<file path="config.mk">
export PLATFORM = sky130hd
export DESIGN_NAME = imm_pack
export DESIGN_NICKNAME = d
export VERILOG_FILES = /design/src/rtl/imm_pack_pkg.sv /design/src/rtl/imm_fit.sv /design/src/rtl/imm_pack.sv
export SDC_FILE = /design/constraint.sdc
export NUM_CORES = 1
export LEC_CHECK = 0
export CAP_MARGIN = 0
export CORE_MARGIN = 2
export CORE_UTILIZATION = 53
export CTS_CLUSTER_DIAMETER = 60
export DETAILED_ROUTE_END_ITERATION = 8
export GPL_ROUTABILITY_DRIVEN = 0
export HOLD_SLACK_MARGIN = 0.03
export PLACE_DENSITY = 0.82
export REMOVE_ABC_BUFFERS = 1
export SLEW_MARGIN = 20
export SYNTH_ARGS = -nofsm -noshare
export SYNTH_HDL_FRONTEND = slang
export SYNTH_SLANG_ARGS = --single-unit
</file>
<file path="constraint.sdc">
create_clock -name clk -period 1.9 [get_ports clk]
set_input_delay 0.19 -clock clk [delete_from_list [all_inputs] [get_ports clk]]
set_output_delay 0.19 -clock clk [all_outputs]
set_load 0.02 [all_outputs]
</file>
<file path="src/rtl/imm_pack_pkg.sv">
// Shared EOp encodings and fit-mask type for the immediate packer.
package imm_pack_pkg;

  localparam logic [1:0] EOP_SEXT = 2'b00;
  localparam logic [1:0] EOP_ZEXT = 2'b01;
  localparam logic [1:0] EOP_LUI  = 2'b10;
  localparam logic [1:0] EOP_BR   = 2'b11;

  typedef logic [3:0] fit_t;

endpackage

</file>
<file path="src/rtl/imm_fit.sv">
// Combinational fit check: which EOp modes can reproduce v, plus the
// candidate imm for each mode.
module imm_fit
  import imm_pack_pkg::*;
(
  input  logic [31:0]      i_v,
  output fit_t             o_fit,
  output logic [3:0][15:0] o_imm
);

  logic w_hi15_eq;
  logic w_hi17_eq;

  assign w_hi15_eq = (i_v[31:15] == '0) || (i_v[31:15] == '1);
  assign w_hi17_eq = (i_v[31:17] == '0) || (i_v[31:17] == '1);

  assign o_fit[EOP_SEXT] = w_hi15_eq;
  assign o_fit[EOP_ZEXT] = (i_v[31:16] == '0);
  assign o_fit[EOP_LUI]  = (i_v[15:0] == '0);
  assign o_fit[EOP_BR]   = (i_v[1:0] == '0) && w_hi17_eq;

  assign o_imm[EOP_SEXT] = i_v[15:0];
  assign o_imm[EOP_ZEXT] = i_v[15:0];
  assign o_imm[EOP_LUI]  = i_v[31:16];
  assign o_imm[EOP_BR]   = i_v[17:2];

endmodule

</file>
<file path="src/rtl/imm_pack.sv">
// Two-stage valid/ready immediate packer (inverse of the imm extender).
// Optional per-EOp output counters under IMM_PACK_STATS_EN.
module imm_pack
  import imm_pack_pkg::*;
#(
  parameter int PRIO_LUI_FIRST = 0
) (
  input  logic        clk,
  input  logic        reset,
  input  logic        in_valid,
  output logic        in_ready,
  input  logic [31:0] in_value,
  input  logic [3:0]  in_allow,
  output logic        out_valid,
  input  logic        out_ready,
  output logic [15:0] out_imm,
  output logic [1:0]  out_eop,
  output logic        out_err
`ifdef IMM_PACK_STATS_EN
  ,
  output logic [4:0][15:0] stat_cnt
`endif
);

  fit_t             w_fit;
  logic [3:0][15:0] w_imm;

  logic             r_s1_valid;
  fit_t             r_s1_fit;
  logic [3:0][15:0] r_s1_imm;

  logic             r_out_valid;
  logic [15:0]      r_out_imm;
  logic [1:0]       r_out_eop;
  logic             r_out_err;

  logic             w_s2_adv;
  logic             w_s1_adv;
  logic             w_accept;

  logic [15:0]      w_sel_imm;
  logic [1:0]       w_sel_eop;
  logic             w_sel_err;

  imm_fit u_fit (
    .i_v   (in_value),
    .o_fit (w_fit),
    .o_imm (w_imm)
  );

  assign w_s2_adv = !r_out_valid || out_ready;
  assign w_s1_adv = !r_s1_valid || w_s2_adv;
  assign w_accept = in_valid && w_s1_adv;
  assign in_ready = w_s1_adv;

  always_ff @(posedge clk) begin
    if (reset) begin
      r_s1_valid <= 1'b0;
      r_s1_fit   <= '0;
      r_s1_imm   <= '0;
    end else if (w_s1_adv) begin
      r_s1_valid <= in_valid;
      if (w_accept) begin
        r_s1_fit <= w_fit & in_allow;
        r_s1_imm <= w_imm;
      end
    end
  end

  // First allowed mode in search order wins.
  always_comb begin
    w_sel_imm = '0;
    w_sel_eop = EOP_SEXT;
    w_sel_err = 1'b0;
    if ((PRIO_LUI_FIRST != 0) && r_s1_fit[EOP_LUI]) begin
      w_sel_imm = r_s1_imm[EOP_LUI];
      w_sel_eop = EOP_LUI;
    end else if (r_s1_fit[EOP_SEXT]) begin
      w_sel_imm = r_s1_imm[EOP_SEXT];
      w_sel_eop = EOP_SEXT;
    end else if (r_s1_fit[EOP_ZEXT]) begin
      w_sel_imm = r_s1_imm[EOP_ZEXT];
      w_sel_eop = EOP_ZEXT;
    end else if (r_s1_fit[EOP_LUI]) begin
      w_sel_imm = r_s1_imm[EOP_LUI];
      w_sel_eop = EOP_LUI;
    end else if (r_s1_fit[EOP_BR]) begin
      w_sel_imm = r_s1_imm[EOP_BR];
      w_sel_eop = EOP_BR;
    end else begin
      w_sel_err = 1'b1;
    end
  end

  always_ff @(posedge clk) begin
    if (reset) begin
      r_out_valid <= 1'b0;
      r_out_imm   <= '0;
      r_out_eop   <= EOP_SEXT;
      r_out_err   <= 1'b0;
    end else if (w_s2_adv) begin
      r_out_valid <= r_s1_valid;
      if (r_s1_valid) begin
        r_out_imm <= w_sel_imm;
        r_out_eop <= w_sel_eop;
        r_out_err <= w_sel_err;
      end
    end
  end

  assign out_valid = r_out_valid;
  assign out_imm   = r_out_imm;
  assign out_eop   = r_out_eop;
  assign out_err   = r_out_err;

`ifdef IMM_PACK_STATS_EN
  logic [4:0][15:0] r_stat;
  logic [2:0]       w_stat_idx;

  assign w_stat_idx = r_out_err ? 3'd4 : {1'b0, r_out_eop};

  always_ff @(posedge clk) begin
    if (reset) begin
      r_stat <= '0;
    end else if (r_out_valid && out_ready) begin
      if (r_stat[w_stat_idx] != 16'hFFFF)
        r_stat[w_stat_idx] <= r_stat[w_stat_idx] + 16'd1;
    end
  end

  assign stat_cnt = r_stat;
`endif

endmodule

</file>
After elaboration in Yosys (flattened, before gate mapping)
Cells that the tools add are included.
{"block": "totals", "register_bits": 73, "wordCells": 39}
{"block": "classes", "eq_ne": 2, "n_mux": 12, "bitwise_logic": 1, "reduce_logical": 15}
{"operator": "$mux W16", "n": 4}
{"operator": "$logic_not A16 Y1", "n": 2}
{"operator": "$eq A17 B17 Y1 const B", "n": 1}
{"operator": "$logic_not A17 Y1", "n": 1}
{"operator": "$eq A15 B15 Y1 const B", "n": 1}
{"operator": "$logic_not A15 Y1", "n": 1}
{"operator": "$mux W2", "n": 4}
{"operator": "$and A4 B4 Y4", "n": 1}
{"operator": "$logic_or A1 B1 Y1", "n": 4}
{"operator": "$mux W1", "n": 4}
{"operator": "$reduce_and A2 Y1", "n": 2}
{"operator": "$logic_and A1 B1 Y1", "n": 2}
{"operator": "$logic_not A1 Y1", "n": 2}
{"operator": "$logic_not A2 Y1", "n": 1}

Longest topological paths before layout
Gate-level depths: netlist of the first run.
{"block": "logic_depth", "ltp_word": 5, "depth_mapped": 7}

By module
Synthesis of the first run repeated with hierarchy kept, for this count alone.
{"block": "hier_totals", "cells_unflattened": 571, "hier_area_um2": 4623.2}
{"mod": "imm_pack", "instances": 1, "cells_each": 486, "area_per_inst_um2": 3996.3, "seq_area_each_um2": 1781.7}
{"mod": "imm_fit", "instances": 1, "cells_each": 85, "area_per_inst_um2": 626.9, "seq_area_each_um2": 0.0}

Worst setup path before layout of the first run
No wires, ideal clock.
{"block": "synth_timing", "path_kind": "register to register", "from": "reg r_out_valid, in the netlist out_valid", "to": "reg r_s1_fit[0]", "setup_time_ps": 117, "arrival_ps": 1349, "required_ps": 1783, "path_slack_ps": 434, "path_stages_with_launch": 6, "n_path_buf": 1, "synth_period_minus_slack_ps": 1466, "path_cell_list": "dfxtp_1 nand3b_4 and2_1 buf_2 and3_1 a32o_1"}
{"block": "synth_via", "elab_chain_cells": 5}
{"element": "start: declaration", "line": "imm_pack.sv:32", "text": "logic r_out_valid;"}
{"element": "start signal: assignment", "line": "imm_pack.sv:102", "text": "r_out_valid <= r_s1_valid;"}
{"element": "$logic_not A1 Y1 *", "line": "imm_pack.sv:51", "text": "assign w_s2_adv = !r_out_valid || out_ready;"}
{"element": "$logic_or A1 B1 Y1 *", "line": "imm_pack.sv:51"}
{"element": "$logic_or A1 B1 Y1 *", "line": "imm_pack.sv:52", "text": "assign w_s1_adv = !r_s1_valid || w_s2_adv;"}
{"element": "via in_ready", "line": "imm_pack.sv:11", "text": "output logic in_ready,"}
{"element": "$logic_and A1 B1 Y1", "line": "imm_pack.sv:53", "text": "assign w_accept = in_valid && w_s1_adv;"}
{"element": "$reduce_and A2 Y1 (no line) *"}
{"element": "end signal: assignment", "line": "imm_pack.sv:64", "text": "r_s1_fit <= w_fit & in_allow;"}
{"element": "end: declaration", "line": "imm_pack.sv:29", "text": "fit_t r_s1_fit;"}
The timed path passes the listed nets; every way through them passes the cells marked *.
A chain may end at the register's enable or synchronous reset.

Final worst setup path of the first run
{"block": "layout_timing", "from": "in out_ready", "to": "out in_ready"}
{"block": "layout_via", "elab_chain_cells": 2}
{"element": "start: declaration", "line": "imm_pack.sv:15", "text": "input logic out_ready,"}
{"element": "$logic_or A1 B1 Y1", "line": "imm_pack.sv:51"}
{"element": "$logic_or A1 B1 Y1", "line": "imm_pack.sv:52"}
{"element": "end: declaration", "line": "imm_pack.sv:11"}
No other way between the ends.

==> run metrics, run 1 <==
status complete, no violations; CP max FO 4; mapped cell area 0.00249 mm2; Sw Pwr 0.666 mW; iteration-0 DRC count of the detailed router 246; Post-CTS Setup Bufs 0; Clock Tree Buf Depth 2; Final period util 86.1%; ys flop type dfxtp_1; chip height 72.6 um; clk slew on worst S/H paths 0.06 ns; CP Capture Type primary output; Async S/R FF share, synth 0%; DIE AREA 0.00527 mm2; Avg Cell Area, Syn 7.69 um2; #FFs+latches synth 57; clock root buffer clkbuf_8; via-per-instance ratio 5.93; Fin. Hold Viols 0; Slew Limit Headroom 61.0%; H-tree Lvls 3; pre-CTS worst setup slack -0.0785 ns; EDFF count, synth 0; post-DR wirelength/cell 15.6 um; fin nets 425; Initial Utilization 56.1%; fmax 611 MHz; Core Box Area 0.00444 mm2; power density cells 832 mW/mm2; post-route setup slack 0.264 ns; Area growth syn-to-layout 35.7%; Power Total 2.82 mW; worst vdd ir 796 uV; Post-CTS Resized 0; Worst-Skew Late Latency 0.34 ns; Final min period 1.64 ns; kind of critical path input port to primary output; startpoint types input port; Placement Rows 24; post-synthesis sequential area ratio 45.8%; Logic pwr share 10.1%; Yosys cell types 32; die span in x 72.6 um; Clk pwr share 44.6%; vias in the first global route 2,379; Post-DRT Antenna Nets 0; cell count after synthesis 324; Post-DP HPWL 4840 um; Req. time, crit path 1.71 ns; Seq pwr share 45.2%; layout cells sized above 1 9.23%; P_leak 1.23 nW; initial antenna violation count 0; total gr overflow 0; Net Sw Frac 23.7%; WL final 6890 um; CTS tree built; largest net degree at the start of global routing 58; Post-CTS Hold Buffers 0; CTS Buf Count 9; Syn. warnings 0; drt drc 0; Final setup violation count 0; drt pass-1 iters 5; Data arrival, critical path 1.45 ns; RSZ-0062 raised after global routing no; Vias 2,619; # IOs 61; Total GRT Usage 28.0%; PortBufs 60; # diodes 0; cell internal pwr 2.15 mW; worst slew pin tran 0.586 ns; clk sinks 57; final slew viol count 0; first-pass GRT wire length 11,300 um; Worst Skew 0.0109 ns; max-cap violations 0; worst hold-check path type input port to flip-flop
## Yosys cell counts (2+ instances only)
library cell,count,area share [%]
nand2_1,110,17
dfxtp_1,57,46
a21oi_1,54,11
clkbuf_1,12,1.8
o211ai_1,12,3.6
buf_2,11,2.2
o2111ai_1,11,3.9
nor2_1,10,1.5
nor4_1,6,1.5
a211o_1,5,1.8
a22oi_1,5,1.5
nand4_1,5,1.3
inv_1,3,0.45
or4_1,3,0.90
a32o_1,2,0.80
nand2_2,2,0.50
## cells in the final DEF (no fill, tap or decap), types with 2 or more instances in the layout
master / n
a22oi_1: 5
clkinv_2: 2
nor2_1: 10
nand2_2: 2
nand2_1: 110
or4_1: 3
o211ai_1: 12
a32o_1: 2
clkdlybuf4s50_1: 59
bufinv_16: 2
dfxtp_1: 57
clkbuf_8: 10
buf_4: 14
o2111ai_1: 11
inv_1: 3
nand4_1: 5
nor4_1: 6
a211o_1: 5
a21oi_1: 54
## per-layer routing
layer / routed length (um) / global-route usage [%] / vias to the layer above
li1: - / - / 1262
met1: 2980 / 36.5 / 1225
met2: 3300 / 44.7 / 115
met3: 417 / 5.25 / 17
met4: 194 / 13.6 / 0
met5: 0 / 0 / -
## cell families (layout without fill, tap and decap cells)
| family | Yosys count | in the layout | share of synthesized area [%] |
|---|---|---|---|
| simple gates | 147 | 147 | 25.9 |
| compound gates | 92 | 92 | 23.2 |
| buf+inv | 28 | 94 | 5.07 |
| flops | 57 | 57 | 45.8 |
## state kept, by name, indices dropped and copies added (netlist names)
signal	count
out_valid	1
r_s1_imm	32
out_err	1
r_s1_fit	4
out_eop	2
out_imm	16
r_s1_valid	1
## layout make-up
class                           count  area, um2
Timing Repair Buffer               75        721
Multi-Input combinational cell    239       1220
Fill cell                         362       1060
Tap cell                           52       65.1
Clock inverter                      5       78.8
Inverter                            3       11.3
Clock buffer                       11        141
Sequential cell                    57       1140
## per-stage QoR
step                TNS, ns  util (%)  instances  hold WS (ns)  instance area [um2]
floorplan                 0         -        299         0.259                 2380
global placement    -0.0944      71.2        426         0.440                 3160
detailed placement  -0.0785      71.2        426         0.444                 3160
CTS                       0      76.1        442         0.428                 3380
global route              0      76.1        442         0.441                 3380
finish                    0      76.1        442         0.439                 3380
## power groups by stage
| stage | clock, mW | combinational (mW) | sequential (mW) |
|---|---|---|---|
| after global placement | 0 | 0.278 | 1.30 |
| after detailed placement | 0 | 0.282 | 1.30 |
| after CTS | 1.27 | 0.284 | 1.27 |
| final | 1.26 | 0.285 | 1.27 |
| after global routing | 1.33 | 0.309 | 1.28 |
| after floorplan | 0 | 0.0946 | 1.30 |
## critical path: stages
cell             delay, ns
clkdlybuf4s50_1       0.49
nand3b_4              0.16
clkdlybuf4s50_1       0.61
## worst paths after layout
check / endpoint / depth (start not counted) / slack, ns / from
worst max-delay path: in_ready / 3 / 0.26 / out_ready
worst min-delay path: r_s1_imm[24]$_SDFFE_PP0P_ / 3 / 0.44 / in_value[8]
worst max register to register: r_s1_fit[0]$_SDFFE_PP0P_ / 4 / 0.45 / r_s1_valid$_SDFFE_PP0N_
worst min register to register: out_imm[5]$_SDFFE_PP0P_ / 2 / 0.45 / out_imm[5]$_SDFFE_PP0P_
Note: power is estimated with default switching activity, not from simulation.
==> run 2: changes to the inputs <==
- clock period: 1.9 -> 2 ns (I/O delays scaled with it)
==> run 2 against run 1 <==
Effect of this change: final area decreased by 1.2%; utilization decreased by 0.90 points; combinational power decreased by 7.4%; highest routed layer unchanged.
==> run metrics, run 2 (synthesis gave the netlist of run 1 again) <==
PortBufs 60 (unchanged); clk sinks 57 (unchanged); buffer and inverter count on the worst path 1 (-1); Final period util 81.7%; power density cells 776 mW/mm2 (-6.8%); Post-Layout Cell Count 440 (-0.45%); Total GRT Usage 27.5% (-0.56 points); startpoint types input port; most common cell after layout, fill and taps aside nand2_1; Area growth syn-to-layout 34.1%; Placed Area 0.00314 mm2 (-0.87%); Initial Utilization 56.1% (unchanged); H-tree Lvls 3 (unchanged); Logic pwr share 10.2% (about the same); # diodes 0 (unchanged); Clock Tree Buf Depth 2 (unchanged); Sw Pwr 0.614 mW (-7.8%); fin nets 423 (-0.47%); drt pass-1 iters 7 (+2); die span in x 72.6 um (unchanged); Core Box Area 0.00444 mm2 (unchanged); Worst-Skew Late Latency 0.34 ns (about the same); P_leak 1.20 nW (-1.8%); final slew viol count 0 (unchanged); via-per-instance ratio 5.85 (-1.3%); Data arrival, critical path 1.90 ns (+0.45 ns); # IOs 61 (unchanged); first-pass GRT wire length 11,000 um (-2.2%); CP Capture Type flip-flop; Fin. Hold Viols 0 (unchanged); WL final 6750 um (-2.1%); dpl cells 424 (-0.47%); Final setup violation count 0 (unchanged); fmax 612 MHz; status complete, no violations; Finished Cell Area 0.00334 mm2 (-1.2%); total gr overflow 0 (unchanged); Placement Rows 24 (unchanged); Multi-input gate area 0.00122 mm2 (unchanged); clock root buffer clkbuf_8; CTS tree built; post-DR wirelength/cell 15.3 um (-1.6%); initial antenna violation count 0 (unchanged); Post-CTS Resized 0 (unchanged); most frequent cells in the layout nand2_1, clkdlybuf4s50_1, dfxtp_1; layout cells sized above 1 8.51% (-0.73 points); largest net degree at the start of global routing 58 (unchanged); chip height 72.6 um (unchanged); Final min period 1.63 ns; CP max FO 4 (unchanged); iteration-0 DRC count of the detailed router 251 (+2.0%); Slew Limit Headroom 60.9% (about the same); kind of critical path input port to flip-flop; cell family with most CP delay simple AND/OR/NAND/NOR gates; max reg flops 32 (unchanged); Post-CTS Setup Bufs 0 (unchanged); CP max stage cell clkdlybuf4s50_1; RSZ-0062 raised after global routing no; cell internal pwr 1.98 mW (-7.9%); hold slack 0.437 ns (-0.00154 ns); Post-DP HPWL 4620 um (-4.4%); Post-CTS Hold Buffers 0 (unchanged); Fillers 351 (-3.0%); clk slew on worst S/H paths 0.06 ns (about the same); CTS Buf Count 9 (unchanged); drt drc 0 (unchanged); worst hold-check path type input port to flip-flop; vias in the first global route 2,323 (-2.4%); Clk pwr share 43.2% (-1.4 points); max-cap violations 0 (unchanged); Seq pwr share 46.6% (+1.4 points); Worst Skew 0.00629 ns (-0.00459 ns); Req. time, crit path 2.27 ns (+0.56 ns); Vias 2,574 (-1.7%); TNS Setup 0 ns (unchanged); Top reg by flops r_s1_imm; FF+latch area 0.00114 mm2 (unchanged); worst slew pin tran 0.586 ns (+0.000210 ns); Net Sw Frac 23.7% (about the same); crit-path cells clkdlybuf4s50_1 > nor4_1 > nand4_1 > or4_1 > a21oi_1; Post-DRT Antenna Nets 0 (unchanged); worst vdd ir 530 uV (-33%); Crit path largest cell delay 0.47 ns (-0.14 ns); DIE AREA 0.00527 mm2 (unchanged)
[run 2: path summary, 6_finish.rpt]
check                           slack [ns]                    start  cells after the start                   endpoint
worst max-delay path                  0.37             in_value[15]                      5   r_s1_fit[2]$_SDFFE_PP0P_
worst min-delay path                  0.44              in_value[4]                      3  r_s1_imm[20]$_SDFFE_PP0P_
worst max register to register        0.54  r_s1_valid$_SDFFE_PP0N_                      4    out_eop[1]$_SDFFE_PP0P_
worst min register to register        0.45  out_imm[0]$_SDFFE_PP0P_                      2    out_imm[0]$_SDFFE_PP0P_
[run 2: routing by layer]
layer / vias to the layer above / global-route usage (%) / routed length (um) / part of all wire (%)
met2: 124 / 42.8 / 3280 / 49
met3: 13 / 4.42 / 469 / 6.9
met1: 1187 / 36.8 / 2870 / 43
met5: - / 0 / 0 / 0
met4: 0 / 14.2 / 127 / 1.9
li1: 1250 / - / - / -
[run 2: layout make-up]
| class | count | area share [%] |
|---|---|---|
| clock buffers | 14 | 5.16 |
| clock inverters | 2 | 1.05 |
| inverters | 3 | 0.337 |
| multi-input cells | 239 | 36.6 |
| flip-flops and latches | 57 | 34.1 |
| well taps | 52 | 1.95 |
| repair buffers | 73 | 20.7 |
[run 2: power groups by stage]
stage	sequential, mW	combinational (mW)	clock, mW
global placement	1.23	0.258	0
finish	1.21	0.264	1.12
global route	1.21	0.288	1.18
CTS	1.21	0.263	1.12
floorplan	1.23	0.0899	0
detailed placement	1.23	0.261	0
[run 2: worst register-to-register path: cells and delay by family, from the launching register on]
family	cells	cell delay, ns
AOI/OAI and AO/OA	1	0.15
buffers and inverters	1	0.25
DFF	1	0.37
and+or+nand+nor	2	0.64
[run 2: stage by stage]
step           utilization, %  power (mW)  setup slack [ns]
2_1_floorplan               -        1.32             0.147
4_1_cts                  75.2        2.60             0.346
5_1_grt                  75.2        2.68             0.284
3_5_place_dp             70.6        1.49            0.0104
3_3_place_gp             70.6        1.49            0.0146
6_report                 75.2        2.59             0.366
==> run 3: changes to the inputs <==
- CORE_UTILIZATION: 53 -> 44
- PLACE_DENSITY: 0.82 -> 0.72
- clock period: 2 -> 1.5 ns (I/O delays scaled with it)
==> run 3 against run 2 <==
Effect of this change: register-to-register slack worse by 0.39 ns; die area up 19%; clock skew about the same; via count grew 1.4%; clock power rose by 30%; clock-buffer cell count grew 1; setup slack worse by 0.31 ns; critical path type is now flip-flop to primary output.
==> run metrics, run 3 (synthesis gave the netlist of run 1 again) <==
Logic pwr share 11.4% (+1.2 points); most common cell after layout, fill and taps aside nand2_1; CP max FO 2 (-2); Core Box Area 0.00547 mm2 (+23%); post-DR wirelength/cell 15.0 um (-1.9%); largest net degree at the start of global routing 58 (unchanged); # IOs 61 (unchanged); iteration-0 DRC count of the detailed router 203 (-19%); CTS Buf Count 9 (unchanged); worst hold-check path type input port to flip-flop; worst slew pin tran 0.584 ns (-0.00152 ns); status complete, no violations; clock root buffer clkbuf_8; Data arrival, critical path 1.29 ns (-0.61 ns); Net Sw Frac 24.0% (+0.37 points); Clock Tree Buf Depth 2 (unchanged); chip height 79.3 um (+9.2%); worst vdd ir 549 uV (+3.6%); Vias 2,609 (+1.4%); Initial Utilization 45.5% (-11 points); Fin. Hold Viols 0 (unchanged); fin nets 440 (+4.0%); via-per-instance ratio 5.47 (-6.5%); clk slew on worst S/H paths 0.07 ns (about the same); CTS tree built; Top reg by flops r_s1_imm; Req. time, crit path 1.35 ns (-0.92 ns); RSZ-0062 raised after global routing no; start point of the worst hold path in_value[14]; layout cells sized above 1 14.1% (+5.6 points); P_leak 1.31 nW (+9.1%); DIE AREA 0.00628 mm2 (+19%); final slew viol count 0 (unchanged); fmax 693 MHz; Fillers 503 (+43%); Final Util 64.8% (-10 points); cell family with most CP delay buffers and inverters; CP Capture Type primary output; Total GRT Usage 23.8% (-3.7 points); Final min period 1.44 ns; Post-CTS Setup Bufs 0 (unchanged); Sw Pwr 0.834 mW (+36%); first-pass GRT wire length 11,500 um (+4.3%); Area growth syn-to-layout 42.3%; max-cap violations 0 (unchanged); WHS Endpoint r_s1_imm[30]$_SDFFE_PP0P_; TNS Setup 0 ns (unchanged); Placement Rows 27 (+13%); cell internal pwr 2.63 mW (+33%); crit-path cells clkdlybuf4s50_1; power density cells 978 mW/mm2 (+26%); clk sinks 57 (unchanged); kind of critical path flip-flop to primary output; initial antenna violation count 0 (unchanged); R2R Path End out_imm[4]$_SDFFE_PP0P_; max reg flops 32 (unchanged); Crit path largest cell delay 0.61 ns (+0.14 ns); Post-DP HPWL 5140 um (+11%); CP max stage cell clkdlybuf4s50_1; launch point of the worst reg-to-reg path r_s1_fit[2]$_SDFFE_PP0P_; Final period util 96.2%; buffer and inverter count on the worst path 1 (unchanged); drt pass-1 iters 5 (-2); PortBufs 60 (unchanged); # diodes 0 (unchanged); Worst Skew 0.00648 ns (+0.000195 ns); startpoint types flip-flop; Final setup violation count 0 (unchanged); R2R Setup Slk 0.15 ns (-0.39 ns); die span in x 79.3 um (+9.2%); Clk pwr share 42.1% (-1.1 points); total gr overflow 0 (unchanged); vias in the first global route 2,429 (+4.6%); Slew Limit Headroom 61.0% (+0.10 points); Seq pwr share 46.5% (about the same); most frequent cells in the layout nand2_1, dfxtp_1, clkdlybuf4s50_1; H-tree Lvls 3 (unchanged); drt drc 0 (unchanged); WL final 7180 um (+6.3%); reg2reg path depth 4 (unchanged); Post-DRT Antenna Nets 0 (unchanged); Worst-Skew Late Latency 0.34 ns (about the same); WHS Path Cells 4 (+1); Power Total 3.47 mW (+34%)
run 3: cell count changes in the layout (fill, tap and decap cells not counted), sizes merged:
cell / change
dlygate4sd2: +2
clkdlybuf4s50: -3
bufinv: -1
buf: +17
dlymetal6s2s: +1
clkbuf: +1
run 3: power groups by stage:
stage	logic (mW)	registers [mW]	clock network, mW
2_1_floorplan	0.120	1.65	0
3_3_place_gp	0.384	1.64	0
3_5_place_dp	0.389	1.64	0
4_1_cts	0.389	1.61	1.47
5_1_grt	0.435	1.62	1.54
6_report	0.397	1.61	1.46
run 3: layout make-up:
class | count | area [um2] | share of cell area (%)
Sequential cell | 57 | 1140 | 32.2
Inverter | 3 | 11.3 | 0.317
Tap cell | 72 | 90.1 | 2.54
Multi-Input combinational cell | 239 | 1260 | 35.5
Timing Repair Buffer | 90 | 833 | 23.5
Clock buffer | 15 | 206 | 5.82
Clock inverter | 1 | 5.00 | 0.141
run 3: timing repair:
action / 4_1_cts / 5_1_grt
pin swaps: 0 / 2
gates resized for setup: 2 / 7
hold buffers: 0 / 0
gates cloned: 0 / 0
endpoints found under the setup margin: 2 / 3
run 3: worst max-delay path by stage:
stage                            startpoint                        to  slack (ns)  depth (start not counted)
detailed placement             in_value[22]  r_s1_fit[1]$_SDFFE_PP0P_       -0.26                          5
finish              out_imm[1]$_SDFFE_PP0P_                out_imm[1]        0.06                          1
global placement               in_value[22]  r_s1_fit[1]$_SDFFE_PP0P_       -0.27                          5
floorplan           r_s1_valid$_SDFFE_PP0N_  r_s1_fit[0]$_SDFFE_PP0P_       -0.35                          4
CTS                 out_imm[1]$_SDFFE_PP0P_                out_imm[1]        0.05                          1
global route                   in_value[22]  r_s1_fit[3]$_SDFFE_PP0P_       0.009                          5
run 3: stage by stage:
step	hold WS (ns)	worst slack [ns]	instance area [um2]	instances
3_5_place_dp	0.446	-0.261	3300	461
3_3_place_gp	0.441	-0.268	3300	461
4_1_cts	0.397	0.0489	3510	477
2_1_floorplan	0.219	-0.353	2380	299
5_1_grt	0.302	0.00902	3550	477
6_report	0.278	0.0571	3550	477
run 3: per-layer routing:
layer | routed length, um | global-route usage [%] | part of all wire, %
met1 | 3100 | 28.8 | 43
met4 | 130 | 10.5 | 1.8
met2 | 3590 | 41.2 | 50
met3 | 357 | 3.98 | 5.0
met5 | 0 | 0 | 0
